--- src/rtl/alu_result_tx_if.sv ---
// Request/response and serial-line bundle between the ALU datapath and the result transmitter.
// The master drives the request; the slave (alu_result_tx) drives the status and the UART line.
interface alu_result_tx_if #(
    parameter int unsigned N = 16
);
    logic         start;
    logic [N-1:0] result;
    logic [4:0]   flags;
    logic         ready;
    logic         done;
    logic         tx;

    modport master (
        output start,
        output result,
        output flags,
        input  ready,
        input  done,
        input  tx
    );

    modport slave (
        input  start,
        input  result,
        input  flags,
        output ready,
        output done,
        output tx
    );
endinterface

--- src/rtl/alu_result_tx.sv ---
// Sends {flags} and a 16-bit ALU result as three back-to-back 8N1 UART bytes:
// {3'b000, flags}, result[15:8], result[7:0].
module alu_result_tx #(
    parameter int unsigned N            = 16,
    parameter int unsigned CLKS_PER_BIT = 868
) (
    input logic            clk,
    input logic            rst,
    alu_result_tx_if.slave bus
);

    localparam int unsigned CntW = (CLKS_PER_BIT > 1) ? $clog2(CLKS_PER_BIT) : 1;
    localparam logic [CntW-1:0] BaudLast = CntW'(CLKS_PER_BIT - 1);

    typedef enum logic [1:0] {
        StIdle,
        StStart,
        StData,
        StStop
    } state_e;

    state_e          state_q;
    logic [CntW-1:0] baud_q;
    logic [2:0]      bit_q;
    logic [1:0]      byte_q;
    logic [N+4:0]    hold_q;
    logic            tx_q;
    logic            done_q;

    logic [7:0] cur_byte;
    logic       baud_end;
    logic [2:0] bit_nxt;

    assign baud_end = (baud_q == BaudLast);
    assign bit_nxt  = bit_q + 3'd1;

    // Frame layout assumes N == 16: byte1/byte2 are the two halves of the result.
    always_comb begin
        cur_byte = hold_q[7:0];
        case (byte_q)
            2'd0:    cur_byte = {3'b000, hold_q[N+4:N]};
            2'd1:    cur_byte = hold_q[15:8];
            default: cur_byte = hold_q[7:0];
        endcase
    end

    always_ff @(posedge clk) begin
        if (rst) begin
            state_q <= StIdle;
            baud_q  <= '0;
            bit_q   <= '0;
            byte_q  <= '0;
            hold_q  <= '0;
            tx_q    <= 1'b1;
            done_q  <= 1'b0;
        end else begin
            done_q <= 1'b0;
            case (state_q)
                StIdle: begin
                    tx_q <= 1'b1;
                    if (bus.start) begin
                        hold_q  <= {bus.flags, bus.result};
                        baud_q  <= '0;
                        bit_q   <= '0;
                        byte_q  <= '0;
                        tx_q    <= 1'b0;
                        state_q <= StStart;
                    end
                end
                StStart: begin
                    if (baud_end) begin
                        baud_q  <= '0;
                        bit_q   <= '0;
                        tx_q    <= cur_byte[0];
                        state_q <= StData;
                    end else begin
                        baud_q <= baud_q + 1'b1;
                    end
                end
                StData: begin
                    if (baud_end) begin
                        baud_q <= '0;
                        if (bit_q == 3'd7) begin
                            tx_q    <= 1'b1;
                            state_q <= StStop;
                        end else begin
                            bit_q <= bit_nxt;
                            tx_q  <= cur_byte[bit_nxt];
                        end
                    end else begin
                        baud_q <= baud_q + 1'b1;
                    end
                end
                StStop: begin
                    if (baud_end) begin
                        baud_q <= '0;
                        bit_q  <= '0;
                        if (byte_q == 2'd2) begin
                            byte_q  <= '0;
                            tx_q    <= 1'b1;
                            done_q  <= 1'b1;
                            state_q <= StIdle;
                        end else begin
                            // Next start bit follows the stop bit with no idle gap.
                            byte_q  <= byte_q + 2'd1;
                            tx_q    <= 1'b0;
                            state_q <= StStart;
                        end
                    end else begin
                        baud_q <= baud_q + 1'b1;
                    end
                end
                default: begin
                    tx_q    <= 1'b1;
                    state_q <= StIdle;
                end
            endcase
        end
    end

    assign bus.ready = (state_q == StIdle);
    assign bus.done  = done_q;
    assign bus.tx    = tx_q;

endmodule

--- src/flat_wrapper.sv ---
// flat-port wrapper written by rule: the top's interface ports become plain ports
module alu_result_tx_flat 
#(
    parameter int unsigned N            = 16,
    parameter int unsigned CLKS_PER_BIT = 868
)
  (clk, rst, bus_start, bus_result, bus_flags, bus_ready, bus_done, bus_tx);
  alu_result_tx_if #(.N(N)) bus_i ();
  input logic clk;
  input logic rst;
  input wire logic [$bits(bus_i.start)-1:0] bus_start;
  input wire logic [$bits(bus_i.result)-1:0] bus_result;
  input wire logic [$bits(bus_i.flags)-1:0] bus_flags;
  output wire logic [$bits(bus_i.ready)-1:0] bus_ready;
  output wire logic [$bits(bus_i.done)-1:0] bus_done;
  output wire logic [$bits(bus_i.tx)-1:0] bus_tx;
  assign bus_i.start = bus_start;
  assign bus_i.result = bus_result;
  assign bus_i.flags = bus_flags;
  assign bus_ready = bus_i.ready;
  assign bus_done = bus_i.done;
  assign bus_tx = bus_i.tx;
  alu_result_tx #(.N(N), .CLKS_PER_BIT(CLKS_PER_BIT)) u_core (.clk(clk), .rst(rst), .bus(bus_i));
endmodule
--- config.mk ---
export PLATFORM = sky130hd
export DESIGN_NAME = alu_result_tx_flat
export DESIGN_NICKNAME = d
export VERILOG_FILES = /design/src/rtl/alu_result_tx_if.sv /design/src/rtl/alu_result_tx.sv /design/src/flat_wrapper.sv
export SDC_FILE = /design/constraint.sdc
export NUM_CORES = 1
export LEC_CHECK = 0
export CAP_MARGIN = 20
export CORE_MARGIN = 4
export CORE_UTILIZATION = 40
export DETAILED_ROUTE_END_ITERATION = 8
export SYNTH_ARGS = -nofsm -noshare
export SYNTH_HDL_FRONTEND = slang
export SYNTH_SLANG_ARGS = --single-unit
--- constraint.sdc ---
create_clock -name clk -period 2.8 [get_ports clk]
set_clock_uncertainty 0.15 [all_clocks]
set_input_delay 0.42 -clock clk [delete_from_list [all_inputs] [get_ports clk]]
set_output_delay 0.42 -clock clk [all_outputs]
set_load 0.01 [all_outputs]
==> results of run 1 <==
## routing by layer
layer  part of all wire  up-vias  global-route usage
met2               0.43       19               0.218
li1                   -      922                   -
met5                  0        -                   0
met3              0.034        4              0.0385
met1               0.53      800               0.214
met4             0.0071        0              0.0498
## cell families (layout without fill, tap and decap cells)
family / count (synthesis) / after routing
fa+ha+maj: 7 / 7
compound gates: 67 / 67
flops: 40 / 40
mux: 11 / 11
buf+inv: 20 / 45
simple gates: 100 / 100
## state kept, by name, summed over array words and instances, names as in the netlist
register and count:
u_core.hold_q 21, u_core.baud_q 10, u_core.bit_q 3, u_core.byte_q 2
u_core.state_q 2, u_core.bus.done 1, u_core.bus.tx 1
## worst paths after layout
kind                            depth (start not counted)  slack [ps]          endpoint             start
worst max-delay path                                    7         630     u_core.bus.tx   u_core.bit_q[0]
worst min register to register                          2         310  u_core.hold_q[4]  u_core.hold_q[4]
worst min-delay path                                    2         310  u_core.hold_q[4]  u_core.hold_q[4]
worst max register to register                          7         630     u_core.bus.tx   u_core.bit_q[0]
## synthesized netlist by cell type (all sizes together) (2+ instances only)
cell / count / area, µm²
nand2: 52 / 195
dfxtp: 40 / 801
a21oi: 33 / 165
clkbuf: 12 / 46.3
nor2: 10 / 53.8
mux2i: 9 / 90.1
o21ai: 9 / 45.0
nor3: 8 / 40.0
ha: 7 / 87.6
nand3: 6 / 30.0
a311oi: 5 / 43.8
buf: 4 / 31.3
inv: 4 / 15.0
a211oi: 3 / 27.5
and3: 3 / 18.8
nand2b: 3 / 18.8
nand3b: 3 / 22.5
nor2b: 3 / 18.8
a22o: 2 / 17.5
and2: 2 / 12.5
mux2: 2 / 22.5
nor3b: 2 / 20.0
o22ai: 2 / 12.5
## report_power, final
| part | total [mW] | switching [mW] | internal, mW |
|---|---|---|---|
| clock | 0.480 | 0.212 | 0.268 |
| sequential | 0.701 | 0.0497 | 0.652 |
| combinational | 0.669 | 0.386 | 0.283 |
## worst min-delay path, stage by stage (launching register included)
cell and delay (ps):
dfxtp_1 320, nand2_1 50, a21oi_1 50
## layout make-up
| cell class | count | share of cell area |
|---|---|---|
| multi-input cells | 185 | 0.458 |
| flip-flops and latches | 40 | 0.327 |
| repair buffers | 33 | 0.128 |
| well taps | 67 | 0.0342 |
| clock buffers | 5 | 0.0281 |
| clock inverters | 3 | 0.0194 |
| inverters | 4 | 0.00613 |
==> results.yml, run 1 <==
run_status:
  status: "complete, no violations"
clock_tree:
  cts.path.max_buffers: 2
  clk_pin_slew_ps: 80
  cts_setup_buffers: 0
  numCtsBuffers: 5
  htreeDepth: 2
  cts_root_buf: "clkbuf_8"
  worst_skew_pair.late_latency_ps: 290
  post_cts_resized: 0
  cts_tree: "done"
  cts_hold_buf: 0
  clock_sinks: 40
global_routing:
  grt_max_degree: 23
  grt.overflow.total: 0
  grt_pass1_wl_um: 7560
  antenna_found_initial: 0
  grt_pass1_vias: 1638
  grt_usage: 0.150
yosys:
  async_flop_share: 0
  syn_avg_cell_area_um2: 8.23
  syn_area_mm2: 0.00202
  yosys.cell_types.count: 53
  synth_ff_type: "dfxtp_1"
  synth-xor-area-share: 0
  synth_edf_count: 0
  syn_inst: 245
  synthAdderAreaFrac: 0.0435
  synthSimpleGateAreaFrac: 0.246
  synth_compound_area_frac: 0.212
  synthMuxAreaShare: 0.0559
  synth_top_family_by_area: "simple AND/OR/NAND/NOR gates"
  ys_seq_area_frac: 0.397
  synth_warnings: 0
  syn_nets: 276
  synth-seq-cells: 40
setup_path:
  cp_max_fo: 9
  cp.required_ps: 2870
  path_cells: "ha_1 -> ha_1 -> or3b_1 -> nor3_1 -> nor4_1 -> o2111ai_1 -> a2bb2oi_1"
  worstPathArrival_ps: 2240
  start_kind: "flop"
  path_class: "flop to flop"
  cp_top_family: "simple AND/OR/NAND/NOR gates"
  path_common_cell: "ha_1"
  slowest_stage: "dfxtp_1"
  cp-end-kind: "flop"
  slowest_delay_ps: 540
  critPathBufInv: 0
final_layout:
  regArea_um2: 801
  fin_area_mm2: 0.00245
  final_util: 0.509
  layout.nets: 300
  stdcell_count: 337
  final_cell_mix: "nand2_1 (52), dfxtp_1 (40), a21oi_1 (33)"
  drive_gt1_frac: 0.0778
  diodes: 0
  fill_cells: 499
  multi_input_area_mm2: 0.00112
  final_common_cell: "nand2_1"
  syn2layout_area_growth_pct: 21.6
placement:
  dp.cells: 329
  post-place-ws_ps: 684
  dpl_cell_area_mm2: 0.00233
  io_buffers: 26
  place_congestion: 0.758
  place_hpwl_um: 3080
sta:
  rsz0062_at_grt: "no"
  period_needed_ps: 2170
  setup-violations-final: 0
  tightest_slew_ps: 525
  timing.final.crit_share: 0.773
  hold_viol_final: 0
  max_freq_ghz: 0.462
  slew_violations: 0
  whs_ps: 309
  tns_ps: 0
  slew_headroom: 0.649
  setup_slack_ps: 634
floorplanning:
  num_rows: 25
  initial_core_util: 0.418
  die-width_um: 79.0
  io_pins: 27
  dieArea_mm2: 0.00624
  chipHeight_um: 79.0
  core_area_mm2: 0.00482
routing:
  drc_errors: 0
  vias: 1745
  wire_per_inst_um: 13.0
  postRouteAntennaNets: 0
  wirelength_um: 4370
  initialDrtViolationCount: 130
  drt_pass1_iterations: 4
  viasPerCell: 5.18
job:
  maxCapViolations: 0
pwr:
  p_per_area_mw_per_mm2: 755
  total_power_mw: 1.85
  vdd_drop_max_uv: 300
  leakage_nw: 0.883
min_path:
  hp-class: "flop to flop"
Note: power is estimated with default switching activity, not from simulation.
==> run 2, diff against run 1 <==
==> constraint.sdc (replaced) <==
create_clock -name clk -period 2.3 [get_ports clk]
set_clock_uncertainty 0.15 [all_clocks]
set_input_delay 0.345 -clock clk [delete_from_list [all_inputs] [get_ports clk]]
set_output_delay 0.345 -clock clk [all_outputs]
set_load 0.01 [all_outputs]
==> run 2 against run 1 <==
Against the previous run: sequential cell count did not move; utilization grew 0.55 points; first-iteration DRC count did not move; global-route usage grew 0.22 points; register-to-register slack lost 330 ps; critical path depth shrank 4; sequential share of layout area down 0.35 points; critical path type is now flop to output port.
==> results.yml, run 2 (synthesis results as in run 1) <==
run_status:
  status: "complete, no violations"
min_path:
  whs_endpoint: "u_core.hold_q[17]"
  hold_start: "u_core.hold_q[17]"
  min_path_cells: 2
  hp-class: "flop to flop"
final_layout:
  drive_gt1_frac: 0.0882
  largest-register: "u_core.hold_q"
  final_cell_mix: "nand2_1 (52), dfxtp_1 (40), a21oi_1 (33)"
  final_common_cell: "nand2_1"
  final_util: 0.514
  fill_cells: 507
  syn2layout_area_growth_pct: 22.9
  layout.nets: 302
  top_regs: "u_core.hold_q x21, u_core.baud_q x10, u_core.bit_q x3"
  largest_reg_flops: 21
  diodes: 0
pwr:
  seq_power_share: 0.374
  p_per_area_mw_per_mm2: 924
  p_int_mw: 1.53
  p_switching_mw: 0.765
  vdd_drop_max_uv: 431
  swShare: 0.334
  leakage_nw: 0.899
  total_power_mw: 2.29
  combPwrFrac: 0.360
  clkPwrFrac: 0.266
sta:
  hold_viol_final: 0
  rsz0062_at_grt: "no"
  tns_ps: 0
  timing.final.crit_share: 0.929
  slew_headroom: 0.726
  setup-violations-final: 0
  slew_violations: 0
  tightest_slew_ps: 411
  period_needed_ps: 2140
  max_freq_ghz: 0.468
placement:
  io_buffers: 26
  place_congestion: 0.759
  place_hpwl_um: 3210
global_routing:
  grt_max_degree: 26
  met1_usage: 0.232
  use_met2: 0.211
  grt_usage: 0.152
  antenna_found_initial: 0
  grt_pass1_wl_um: 7670
  busiest_layer: "met1"
  grt.overflow.total: 0
  grt_pass1_vias: 1600
  grtUsageMet3: 0.0385
job:
  maxCapViolations: 0
routing:
  drc_errors: 0
  drt_pass1_iterations: 5
  viasPerCell: 5.17
  initialDrtViolationCount: 130
  wirelength_um: 4350
  vias: 1751
  wire_per_inst_um: 12.8
  postRouteAntennaNets: 0
clock_tree:
  cts.path.max_buffers: 2
  worst_skew_pair.late_latency_ps: 280
  htreeDepth: 2
  numCtsBuffers: 5
  clock_sinks: 40
  clk_pin_slew_ps: 80
  cts_hold_buf: 0
  cts_tree: "done"
  cts_root_buf: "clkbuf_8"
  cts_setup_buffers: 0
setup_path:
  r2r-start: "u_core.baud_q[0]"
  start_kind: "flop"
  cp.required_ps: 1800
  rrSetupSlack_ps: 300
  cp_max_fo: 7
  reg2reg_depth: 6
  cp-end-kind: "output port"
  timing.rr.end: "u_core.byte_q[0]"
  path_class: "flop to output port"
  worstPathArrival_ps: 1640
floorplanning:
  io_pins: 27
  dieArea_mm2: 0.00624
  initial_core_util: 0.418
  num_rows: 25
  chipHeight_um: 79.0
  die-width_um: 79.0
  core_area_mm2: 0.00482
run 2: metal layers:
layer | vias up | routed length (µm)
li1 | 925 | -
met1 | 796 | 2310
met2 | 28 | 1860
met3 | 2 | 157
met4 | 0 | 24
met5 | - | 0
run 2: area by class of cell:
type,count,area [µm²],share of cell area
clock buffer,7,96.3,0.0389
clock inverter,1,30.0,0.0121
inverter,4,15.0,0.00606
multi-input combinational,185,1120,0.454
sequential,40,801,0.323
tap,67,83.8,0.0338
timing repair buffer,35,328,0.132
run 2: worst max-delay path by stage:
| stage | start | endpoint | slack, ps | cells after the start |
|---|---|---|---|---|
| 4_1_cts | u_core.baud_q[0] | u_core.byte_q[0] | 140 | 6 |
| 3_5_place_dp | u_core.baud_q[0] | u_core.byte_q[0] | 180 | 6 |
| 2_1_floorplan | u_core.state_q[0] | u_core.bit_q[0] | 370 | 7 |
| 6_report | u_core.state_q[1] | bus_ready | 160 | 3 |
| 5_1_grt | u_core.state_q[0] | bus_ready | 60 | 3 |
| 3_3_place_gp | u_core.baud_q[0] | u_core.byte_q[0] | 230 | 6 |
run 2: worst max-delay path, cell delays in order (launching register included):
cell,delay [ps]
dfxtp_1,350
inv_1,120
ha_1,300
clkdlybuf4s50_1,590
run 2: timing repair:
item,CTS,global route
endpoints found under the hold margin,0,0
resized for setup,0,1
endpoints found under the setup margin,0,1
run 2: power by group through the flow:
stage | combinational, mW | sequential (mW) | clock (mW)
after floorplan | 0.603 | 0.859 | 0
after global placement | 0.831 | 0.868 | 0
after detailed placement | 0.828 | 0.873 | 0
after CTS | 0.833 | 0.856 | 0.627
after global routing | 0.937 | 0.869 | 0.665
final | 0.824 | 0.856 | 0.610
run 2: per-stage QoR:
step | setup WS, ps | hold WS (ps) | cells | area (µm²)
floorplan | 373 | 282 | 245 | 2020
global placement | 234 | 291 | 331 | 2350
detailed placement | 184 | 297 | 331 | 2350
CTS | 143 | 307 | 339 | 2480
global route | 63.0 | 325 | 339 | 2480
finish | 163 | 305 | 339 | 2480
==> run 3, diff against run 2 <==
--- a/config.mk
+++ b/config.mk
@@ -5,7 +5,6 @@
 export SDC_FILE = /design/constraint.sdc
 export NUM_CORES = 1
 export LEC_CHECK = 0
-export CAP_MARGIN = 20
 export CORE_MARGIN = 4
 export CORE_UTILIZATION = 40
 export DETAILED_ROUTE_END_ITERATION = 8
==> results of run 3 <==
Final layout, timing and power as in run 2 (identical DEF).
